## config.mk

```make
export PLATFORM = sky130hd
export DESIGN_NAME = mod_segment_serializer
export DESIGN_NICKNAME = d
export VERILOG_FILES = /design/src/rtl/mod_segment_serializer_pkg.sv /design/src/rtl/mod_segment_capture_buf.sv /design/src/rtl/mod_segment_serializer.sv
export SDC_FILE = /design/constraint.sdc
export NUM_CORES = 1
export LEC_CHECK = 0
export CAP_MARGIN = 30
export CORE_MARGIN = 2
export CORE_UTILIZATION = 54
export CTS_BUF_LIST = sky130_fd_sc_hd__clkbuf_4
export CTS_CLUSTER_DIAMETER = 120
export DETAILED_ROUTE_END_ITERATION = 7
export MAX_ROUTING_LAYER = met4
export PLACE_DENSITY = 0.84
export SYNTH_ARGS = -nofsm -noshare
export SYNTH_HDL_FRONTEND = slang
export SYNTH_SLANG_ARGS = --single-unit
```

## constraint.sdc

```tcl
create_clock -name clk -period 2.9 [get_ports clk]
set_input_delay 0.58 -clock clk [delete_from_list [all_inputs] [get_ports clk]]
set_output_delay 0.58 -clock clk [all_outputs]
set_load 0.005 [all_outputs]
```

## src/rtl/mod_segment_serializer_pkg.sv

```systemverilog
// Shared modulation-pipe definitions: serializer FSM states and default segment geometry.
package mod_segment_serializer_pkg;

    localparam int SEG_WIDTH = 32;
    localparam int NUM_SEG   = 8;

    typedef enum logic [1:0] {
        IDLE = 2'd0,
        WAIT = 2'd1,
        SEND = 2'd2
    } seg_state_e;

endpackage

```

## src/rtl/mod_segment_capture_buf.sv

```systemverilog
// Register bank holding one symbol's worth of segment words, loaded in parallel and read by index.
module mod_segment_capture_buf #(
    parameter int WIDTH   = 32,
    parameter int NUM_SEG = 8,
    parameter int IDX_W   = 3
) (
    input  logic                       clk,
    input  logic                       reset,
    input  logic                       load,
    input  logic [NUM_SEG*WIDTH-1:0]   data_in,
    input  logic [IDX_W-1:0]           rd_idx,
    output logic [WIDTH-1:0]           rd_data
);

    logic [NUM_SEG*WIDTH-1:0] bank_reg;

    always_ff @(posedge clk or negedge reset) begin
        if (!reset) begin
            bank_reg <= '0;
        end else if (load) begin
            bank_reg <= data_in;
        end
    end

    assign rd_data = bank_reg[rd_idx*WIDTH +: WIDTH];

endmodule

```

## src/rtl/mod_segment_serializer.sv

```systemverilog
// Waits out the segment stages' latency after start, captures all segments at once,
// then streams them out one per valid/ready handshake, segment 0 first.
module mod_segment_serializer #(
    parameter int WIDTH     = mod_segment_serializer_pkg::SEG_WIDTH,
    parameter int NUM_SEG   = mod_segment_serializer_pkg::NUM_SEG,
    parameter int SEG_DELAY = 1
) (
    input  logic                     clk,
    input  logic                     reset,
    input  logic                     start,
    input  logic [NUM_SEG*WIDTH-1:0] segments_in,
    input  logic                     sample_ready,
    output logic [WIDTH-1:0]         sample_out,
    output logic                     valid,
    output logic                     last,
    output logic                     busy,
    output logic                     overrun
);
    import mod_segment_serializer_pkg::*;

    localparam int                IDX_W    = (NUM_SEG > 1) ? $clog2(NUM_SEG) : 1;
    localparam logic [IDX_W-1:0]  LAST_IDX = IDX_W'(NUM_SEG - 1);
    localparam logic [3:0]        CNT_LOAD = 4'(SEG_DELAY - 1);

    seg_state_e         state_reg, state_next;
    logic [3:0]         cnt_reg, cnt_next;
    logic [IDX_W-1:0]   idx_reg, idx_next, idx_inc;
    logic [WIDTH-1:0]   sample_reg, sample_next, buf_rd;
    logic               valid_reg, valid_next;
    logic               last_reg, last_next;
    logic               busy_reg, busy_next;
    logic               overrun_reg, overrun_next;
    logic               load;
    logic               transfer;

    // Reading idx+1 lets the next word be registered in the same edge as the handshake.
    assign idx_inc  = idx_reg + 1'b1;
    assign transfer = valid_reg && sample_ready;

    mod_segment_capture_buf #(
        .WIDTH   (WIDTH),
        .NUM_SEG (NUM_SEG),
        .IDX_W   (IDX_W)
    ) u_capture_buf (
        .clk     (clk),
        .reset   (reset),
        .load    (load),
        .data_in (segments_in),
        .rd_idx  (idx_inc),
        .rd_data (buf_rd)
    );

    always_ff @(posedge clk or negedge reset) begin
        if (!reset) begin
            state_reg   <= IDLE;
            cnt_reg     <= '0;
            idx_reg     <= '0;
            sample_reg  <= '0;
            valid_reg   <= 1'b0;
            last_reg    <= 1'b0;
            busy_reg    <= 1'b0;
            overrun_reg <= 1'b0;
        end else begin
            state_reg   <= state_next;
            cnt_reg     <= cnt_next;
            idx_reg     <= idx_next;
            sample_reg  <= sample_next;
            valid_reg   <= valid_next;
            last_reg    <= last_next;
            busy_reg    <= busy_next;
            overrun_reg <= overrun_next;
        end
    end

    always_comb begin
        state_next   = state_reg;
        cnt_next     = cnt_reg;
        idx_next     = idx_reg;
        sample_next  = sample_reg;
        valid_next   = valid_reg;
        last_next    = last_reg;
        overrun_next = overrun_reg;
        load         = 1'b0;

        // A start arriving while a symbol is in flight is dropped, and remembered.
        if (start && (state_reg != IDLE)) begin
            overrun_next = 1'b1;
        end

        case (state_reg)
            IDLE: begin
                if (start) begin
                    state_next = WAIT;
                    cnt_next   = CNT_LOAD;
                end
            end
            WAIT: begin
                if (cnt_reg == 4'd0) begin
                    load        = 1'b1;
                    idx_next    = '0;
                    state_next  = SEND;
                    valid_next  = 1'b1;
                    sample_next = segments_in[WIDTH-1:0];
                    last_next   = (NUM_SEG == 1);
                end else begin
                    cnt_next = cnt_reg - 4'd1;
                end
            end
            SEND: begin
                if (transfer) begin
                    if (idx_reg == LAST_IDX) begin
                        state_next = IDLE;
                        valid_next = 1'b0;
                        last_next  = 1'b0;
                        idx_next   = '0;
                    end else begin
                        idx_next    = idx_inc;
                        sample_next = buf_rd;
                        last_next   = (idx_inc == LAST_IDX);
                    end
                end
            end
            default: begin
                state_next = IDLE;
            end
        endcase

        busy_next = (state_next != IDLE);
    end

    assign sample_out = sample_reg;
    assign valid      = valid_reg;
    assign last       = last_reg;
    assign busy       = busy_reg;
    assign overrun    = overrun_reg;

endmodule

```

==> impl_metrics.tcl, run 1 <==
set metrics [dict create \
    synth_top_family_by_area "multiplexers" \
    grt_pass1_wl_um 60500 \
    path_cells "inv_1, ha_1, nor3b_4, buf_4, a22o_2, buf_12, a41oi_1" \
    synth_ff_type "dfrtp_1" \
    fin_setup_tns_ns 0 \
    regToRegStartpoint "cnt_reg[1]" \
    start_util_pct 54.7 \
    synthXorXnorAreaFrac_pct 0 \
    slowest_delay_ns 0.53 \
    die_y_um 169 \
    power_leakage_nw 8.01 \
    drive_gt1_share_pct 34.9 \
    track_usage_pct 28.1 \
    clk_latency_ns 0.69 \
    drv_cap 0 \
    status "finished clean" \
    initialDrtViolationCount 637 \
    drt-wirelength-per-cell_um 22.7 \
    routabilityCongestion 0.788 \
    cts_tree "built" \
    slew_violations 0 \
    startpoint "cnt_reg[1]" \
    reg2reg_slack_ns 0.53 \
    crit_path_top_delay_cell "a22o_2" \
    synth_cell_types 43 \
    post-route-period-util_pct 81.6 \
    vias_per_cell 5.80 \
    synthAdderAreaFrac_pct 0.425 \
    hold_viol_final 0 \
    grt_pass1_vias 10947 \
    cts.sinks 301 \
    syn_area_per_cell_um2 14.9 \
    final_nets 1577 \
    mostFrequentLayoutCell "dfrtp_1" \
    synth_seq_cells 301 \
    ant_nets 0 \
    cts_buffer_depth 3 \
    final_core_util_pct 70.5 \
    synth_warnings 0 \
    path_clk_slew_ns 0.07 \
    drt_wl_total_um 38700 \
    antenna_found_initial 3 \
    crit_family "buffers and inverters" \
    synth_simple_gate_area_share_pct 2.39 \
    r2r_end "sample_out[26]" \
    ys_seq_area_share_pct 51.2 \
    cts_buffers 82 \
    crit_path_end "sample_out[26]" \
    overflow 0 \
    num_rows 60 \
    final_cell_mix "dfrtp_1, clkdlybuf4s50_1, mux2_4" \
    crit_path_max_fanout 40 \
    worstPathArrival_ns 2.87 \
    synthArstFlopShare_pct 100 \
    crit_path_end_kind "register" \
    synthMuxAreaShare_pct 34.0 \
    cp-start-kind "register" \
    fmax_mhz 422 \
    skew_ns 0.0466 \
    path_depth 7 \
    port_buffers 295 \
    syn_inst 984 \
    synth_compound_area_share_pct 8.15 \
    hold_class "register to register" \
    worst_pin_slew_ns 0.919 \
    syn-num-nets 1249 \
    grt_max_degree 131 \
    max-slew-margin-rel_pct 38.7 \
    critPathRequiredTime_ns 3.40 \
    dp_hpwl_um 25400 \
    ir_drop_mv 0.536 \
    post-cts-setup-buffers 0 \
    die_area_mm2 0.0286 \
    cts_root_buf "clkbuf_4" \
    rsz0062_at_grt "false" \
    synth_edf_count 0 \
    cts_resized 0 \
    min_period_ns 2.37 \
    via_count 9892 \
    cts_max_level 3 \
    critPathBufInv 3 \
    ioPinCount 296 \
    ff2ff_path_depth 7 \
    route.detailed.drc 0 \
    dr.pass1.iters 5 \
    core-area_mm2 0.0269 \
    power_density_mw_per_mm2 1110 \
    largest_reg_flops 256 \
    fp.dieW_um 169 \
    path_class "register to register" \
    finalSetupViolations 0 \
    area_delta_synth_final_pct 28.9 \
    syn-cell-area_mm2 0.0147 \
]
[how the worst min path moves through the flow]
| stage | start | slack, ns | cells after the start | end |
|---|---|---|---|---|
| CTS | segments_in[241] | 0.44 | 2 | u_capture_buf.bank_reg[241] |
| global route | segments_in[113] | 0.47 | 2 | u_capture_buf.bank_reg[113] |
| floorplan | reset | 0.28 | 0 | busy |
| global placement | overrun | 0.46 | 1 | overrun |
| detailed placement | overrun | 0.46 | 1 | overrun |
| finish | overrun | 0.48 | 1 | overrun |
[cell usage after synthesis (3+ instances only)]
cell type    n  area (um2)
a22oi_1     22         165
buf_6       27         304
o22a_1      32         280
a221oi_1    32         280
o21ai_0      8        40.0
mux2_4     206        3090
a41oi_1     32         280
nand2b_1     3        18.8
ha_1         5        62.6
mux2_2     103        1160
nand2_1     39         146
inv_1        4        15.0
mux2i_1     74         741
buf_2       27         135
a2bb2oi_1   10        87.6
clkbuf_1    25        93.8
dfrtp_1    301        7530
[where the power goes]
part | switching, mW | leakage, nW | internal [mW]
logic | 3.84 | 3.88 | 5.88
registers | 1.27 | 3.54 | 6.40
clock network | 1.72 | 0.584 | 1.89
total | 6.84 | 8.01 | 14.2
[final cells by class]
cell class | count | area [um2]
clock buffers | 114 | 856
diodes | 3 | 7.51
multi-input cells | 597 | 6660
clock inverters | 20 | 110
flip-flops and latches | 301 | 7540
repair buffers | 325 | 3350
inverters | 5 | 18.8
well taps | 341 | 427
fillers | 1811 | 7920
[stage by stage]
stage | power (mW) | cells | hold WS (ns) | area (um2) | worst slack, ns
after floorplan | 14.7 | 984 | 0.284 | 14700 | 0.541
after detailed placement | 17.3 | 1568 | 0.460 | 18000 | 0.547
final | 21.0 | 1706 | 0.476 | 19000 | 0.533
after global routing | 22.2 | 1706 | 0.466 | 19000 | 0.425
after global placement | 17.0 | 1568 | 0.456 | 18000 | 0.634
after CTS | 21.1 | 1703 | 0.442 | 19000 | 0.537
[logic make-up (layout without fill, tap and decap cells)]
| family | after synthesis | in the layout |
|---|---|---|
| AO/OA/AOI/OAI | 145 | 145 |
| adder cells (fa/ha/maj) | 5 | 5 |
| buffers and inverters | 86 | 464 |
| flip-flops | 301 | 301 |
| multiplexers | 384 | 384 |
| other | 0 | 3 |
| AND/OR/NAND/NOR | 63 | 63 |
[timing repair]
item	4_1_cts	5_1_grt
hold buffers	1	0
hold endpoints to repair	73	0
setup endpoints to repair	0	0
[routing by layer]
layer | vias to the layer above | global-route usage (%) | part of all wire (%)
met4 | 0 | 12.4 | 3.7
li1 | 4398 | - | -
met3 | 95 | 7.46 | 7.3
met5 | - | - | 0
met1 | 4982 | 34.2 | 41
met2 | 417 | 44.5 | 48
(Power assumes the default switching activity.)
==> inputs of run 2 (changes only) <==
- clock period: 2.9 -> 2.3 ns (I/O delays scaled with it)
==> run 2 against run 1 <==
Against the previous run: register-to-register slack worse by 0.41 ns; wire length down 0.80%; via count up 0.30%; count of clock-buffer cells in the layout up 3; global-route usage down 0.32 points; total power up 28%.
==> impl_metrics.tcl, run 2 (synthesized netlist as in run 1, its figures left out) <==
set metrics [dict create \
    ant_nets 0 \
    power_leakage_nw 8.13 \
    cts_max_level 3 \
    ir_drop_mv 0.949 \
    final_core_util_pct 71.5 \
    min_period_ns 2.18 \
    crit_path_end_kind "register" \
    finalSetupViolations 0 \
    die_y_um 169 \
    critPathRequiredTime_ns 2.88 \
    clk_latency_ns 0.69 \
    cp-start-kind "register" \
    max-slew-margin-rel_pct 38.1 \
    grt_max_degree 131 \
    drt-wirelength-per-cell_um 22.2 \
    route.detailed.drc 0 \
    final_nets 1592 \
    core-area_mm2 0.0269 \
    skew_ns 0.0280 \
    status "finished clean" \
    crit_top_cell "ha_1" \
    wl_met2_um 18300 \
    cts_buffers 80 \
    path_class "register to register" \
    power_mw 26.8 \
    area_delta_synth_final_pct 30.6 \
    ff2ff_path_depth 5 \
    mostFrequentLayoutCell "dfrtp_1" \
    slew_violations 0 \
    post-route-period-util_pct 94.8 \
    worstPathArrival_ns 2.76 \
    path_clk_slew_ns 0.07 \
    reg2reg_slack_ns 0.12 \
    antenna_found_initial 5 \
    critPathBufInv 0 \
    drv_cap 0 \
    routabilityCongestion 0.807 \
    path_depth 5 \
    largest_reg_flops 256 \
    rsz0062_at_grt "false" \
    grt_pass1_vias 10880 \
    r2r_end "sample_out[31]" \
    hold_viol_final 0 \
    drive_gt1_share_pct 35.7 \
    fmax_mhz 459 \
    via_count 9922 \
    crit_path_end "sample_out[31]" \
    final_cell_mix "dfrtp_1, clkdlybuf4s50_1, mux2_4" \
    cts.sinks 301 \
    route.met3.wl_um 2800 \
    startpoint "idx_reg[0]" \
    worst_pin_slew_ns 0.929 \
    initialDrtViolationCount 690 \
    cts_root_buf "clkbuf_4" \
    port_buffers 295 \
    wl_met1_um 16200 \
    crit_family "simple AND/OR/NAND/NOR gates" \
    fp.dieW_um 169 \
    slowest_delay_ns 0.62 \
    start_util_pct 54.7 \
    overflow 0 \
    cts_buffer_depth 3 \
    ioPinCount 296 \
    dr.max_layer_used "met4" \
    crit_path_max_fanout 11 \
    die_area_mm2 0.0286 \
    crit_path_top_delay_cell "or4b_4" \
    drt_wl_total_um 38400 \
    grt_pass1_wl_um 59800 \
    dp_hpwl_um 26100 \
    num_rows 60 \
    regToRegStartpoint "idx_reg[0]" \
    post-cts-setup-buffers 0 \
    fin_setup_tns_ns 0 \
    path_cells "ha_1, ha_1, or4b_4, o22a_1, a41oi_1" \
    hold_ws_ns 0.276 \
    hold_class "primary input to asynchronous set/reset pin" \
    cts_tree "built" \
    track_usage_pct 27.8 \
    dr.pass1.iters 4 \
    vias_per_cell 5.74 \
    power_density_mw_per_mm2 1400 \
]
run 2: cell types whose count changed in the layout (fill, tap and decap cells not counted), sizes merged:
cell      before  now
clkbuf       114  117
buf           30   47
bufinv         1    2
clkinv        16   14
clkinvlp       1    2
diode          3    5
run 2: layer usage:
metal / vias up / track usage (%)
li1: 4427 / -
met1: 4978 / 35.5
met4: 0 / 11.0
met5: - / -
met3: 79 / 6.66
met2: 438 / 43.3
run 2: worst min-delay path by stage:
stage / to / from / slack (ns) / cells past startpoint
after floorplan: busy / reset / 0.16 / 0
final: u_capture_buf.bank_reg[8] / reset / 0.28 / 2
after global placement: u_capture_buf.bank_reg[234] / reset / 0.41 / 1
after detailed placement: u_capture_buf.bank_reg[234] / reset / 0.41 / 1
after global routing: u_capture_buf.bank_reg[10] / reset / 0.27 / 2
after CTS: u_capture_buf.bank_reg[40] / reset / 0.25 / 2
run 2: timing repair:
| item | in CTS | in global routing |
|---|---|---|
| endpoints found under the setup margin | 0 | 2 |
| endpoints found under the hold margin | 42 | 0 |
| hold buffers | 1 | 0 |
| resized for setup | 0 | 1 |
run 2: area by class of cell:
| cell class | instances | area [um2] |
|---|---|---|
| multi-input cells | 597 | 6670 |
| clock buffers | 117 | 878 |
| well taps | 341 | 427 |
| inverters | 5 | 22.5 |
| fillers | 1820 | 7660 |
| diodes | 5 | 12.5 |
| clock inverters | 20 | 131 |
| repair buffers | 342 | 3540 |
| flip-flops and latches | 301 | 7540 |
run 2: report_power, final:
group	internal (mW)	total [mW]	switching, mW
Clock	2.54	4.76	2.21
Combinational	7.58	12.4	4.78
Sequential	8.07	9.71	1.64
Total	18.2	26.8	8.64
run 2: stage by stage:
step           instance area, um2  cells  setup slack [ns]
2_1_floorplan               14700    984           0.00459
3_3_place_gp                18200   1585             0.148
3_5_place_dp                18200   1585             0.113
4_1_cts                     19200   1723            0.0741
5_1_grt                     19200   1728            0.0228
6_report                    19200   1728             0.121
==> inputs of run 3 (changes only) <==
- CORE_MARGIN: 2 -> default
==> run 3 against run 2 <==
Against the previous run: via count grew 1.5%; sequential power about the same; register-to-register slack got worse by 0.06 ns; wire length up 0.79%; critical path type unchanged; critical endpoint is now sample_out[29]; largest cell class unchanged.
==> impl_metrics.tcl, run 3 (synthesized netlist as in run 1, its figures left out) <==
set metrics [dict create \
    dp_slack_ns 0.0727 \
    cp-start-kind "register" \
    dp_hpwl_um 25900 \
    grt_max_degree 131 \
    crit_top_cell "ha_1" \
    path_depth 5 \
    post-route-period-util_pct 97.3 \
    worstPathArrival_ns 2.79 \
    hold_viol_final 0 \
    fin_setup_tns_ns 0 \
    cts.sinks 301 \
    ioPinCount 296 \
    routabilityCongestion 0.802 \
    grt_pass1_wl_um 60800 \
    die_area_mm2 0.0279 \
    path_cells "ha_1, ha_1, or4b_4, o22a_1, a41oi_1" \
    stdcell_count 1723 \
    initialDrtViolationCount 627 \
    regToRegStartpoint "idx_reg[0]" \
    timing.final.ws_setup_ns 0.0629 \
    cts_buffers 80 \
    reg2reg_slack_ns 0.06 \
    slew_violations 0 \
    track_usage_pct 29.0 \
    startpoint "idx_reg[0]" \
    power_mw 27.0 \
    critPathBufInv 0 \
    die_y_um 167 \
    fmax_mhz 447 \
    cts_max_level 3 \
    worst_pin_slew_ns 1.09 \
    dr.pass1.iters 5 \
    crit_family "simple AND/OR/NAND/NOR gates" \
    dp.cells 1586 \
    crit_path_end "sample_out[29]" \
    path_clk_slew_ns 0.07 \
    area_delta_synth_final_pct 30.5 \
    power_leakage_nw 8.12 \
    cts_tree "built" \
    drive_gt1_share_pct 35.5 \
    antenna_found_initial 4 \
    cts_root_buf "clkbuf_4" \
    vias_per_cell 5.84 \
    r2r_end "sample_out[29]" \
    route.detailed.drc 0 \
    finalSetupViolations 0 \
    clk_latency_ns 0.69 \
    num_rows 60 \
    start_util_pct 54.9 \
    power_density_mw_per_mm2 1410 \
    max-slew-margin-rel_pct 27.3 \
    hold_class "primary input to asynchronous set/reset pin" \
    core-area_mm2 0.0268 \
    crit_path_end_kind "register" \
    overflow 0 \
    ff2ff_path_depth 5 \
    rsz0062_at_grt "false" \
    status "finished clean" \
    crit_path_max_fanout 11 \
    slowest_delay_ns 0.68 \
    min_period_ns 2.24 \
    path_class "register to register" \
    mostFrequentLayoutCell "dfrtp_1" \
    skew_ns 0.0406 \
    grt_pass1_vias 10995 \
    via_count 10066 \
    final_cell_mix "dfrtp_1, clkdlybuf4s50_1, mux2_4" \
    crit_path_top_delay_cell "or4b_4" \
    critPathRequiredTime_ns 2.86 \
    fp.dieW_um 167 \
    drt-wirelength-per-cell_um 22.5 \
    hold_ws_ns 0.301 \
    final_nets 1593 \
    port_buffers 295 \
    drt_wl_total_um 38700 \
    ant_nets 0 \
    ir_drop_mv 0.790 \
    cts_buffer_depth 3 \
    drv_cap 0 \
    largest_reg_flops 256 \
]
-- run 3: changes by cell type in the layout (fill, tap and decap cells not counted) --
cell / before / now
clkinv_2: 0 / 2
nand4bb_4: 1 / 0
bufinv_16: 2 / 3
clkbuf_4: 117 / 109
clkinvlp_4: 2 / 1
buf_12: 18 / 19
buf_4: 28 / 27
nand4bb_2: 1 / 2
buf_6: 0 / 1
-- run 3: stage by stage --
step                      cell area [um2]  util, %
after floorplan                     14700        -
after global placement              18200     67.9
after detailed placement            18200     67.9
after CTS                           19200     71.6
after global routing                19200     71.6
final                               19200     71.6
-- run 3: area by class of cell --
cell class	count	area [um2]
Fill cell	1785	7600
Sequential cell	301	7540
Multi-Input combinational cell	597	6660
Timing Repair Buffer	343	3560
Clock buffer	109	818
Tap cell	341	427
Clock inverter	22	168
Inverter	5	18.8
Antenna cell	5	12.5
-- run 3: how the worst min path moves through the flow --
stage | startpoint | slack [ns] | cells past startpoint | to
2_1_floorplan | reset | 0.16 | 0 | busy
3_3_place_gp | reset | 0.41 | 1 | u_capture_buf.bank_reg[131]
3_5_place_dp | reset | 0.42 | 1 | u_capture_buf.bank_reg[131]
4_1_cts | reset | 0.26 | 2 | u_capture_buf.bank_reg[6]
5_1_grt | reset | 0.28 | 2 | u_capture_buf.bank_reg[225]
6_report | reset | 0.30 | 2 | u_capture_buf.bank_reg[225]
-- run 3: metal layers --
layer | vias up | track usage (%) | part of all wire [%]
li1 | 4426 | - | -
met1 | 5115 | 36.6 | 42
met2 | 440 | 45.0 | 48
met3 | 85 | 7.13 | 7.2
met4 | 0 | 11.4 | 2.6
met5 | - | - | 0
-- run 3: what timing repair did --
action / 4_1_cts / 5_1_grt
gates resized for setup: 0 / 1
setup buffers: 0 / 0
hold endpoints to repair: 45 / 0
hold buffers: 1 / 0
setup endpoints to repair: 0 / 1
-- run 3: report_power, final --
part	switching, mW	internal [mW]	total [mW]
logic	4.85	7.70	12.5
clock network	2.19	2.52	4.71
registers	1.67	8.07	9.74
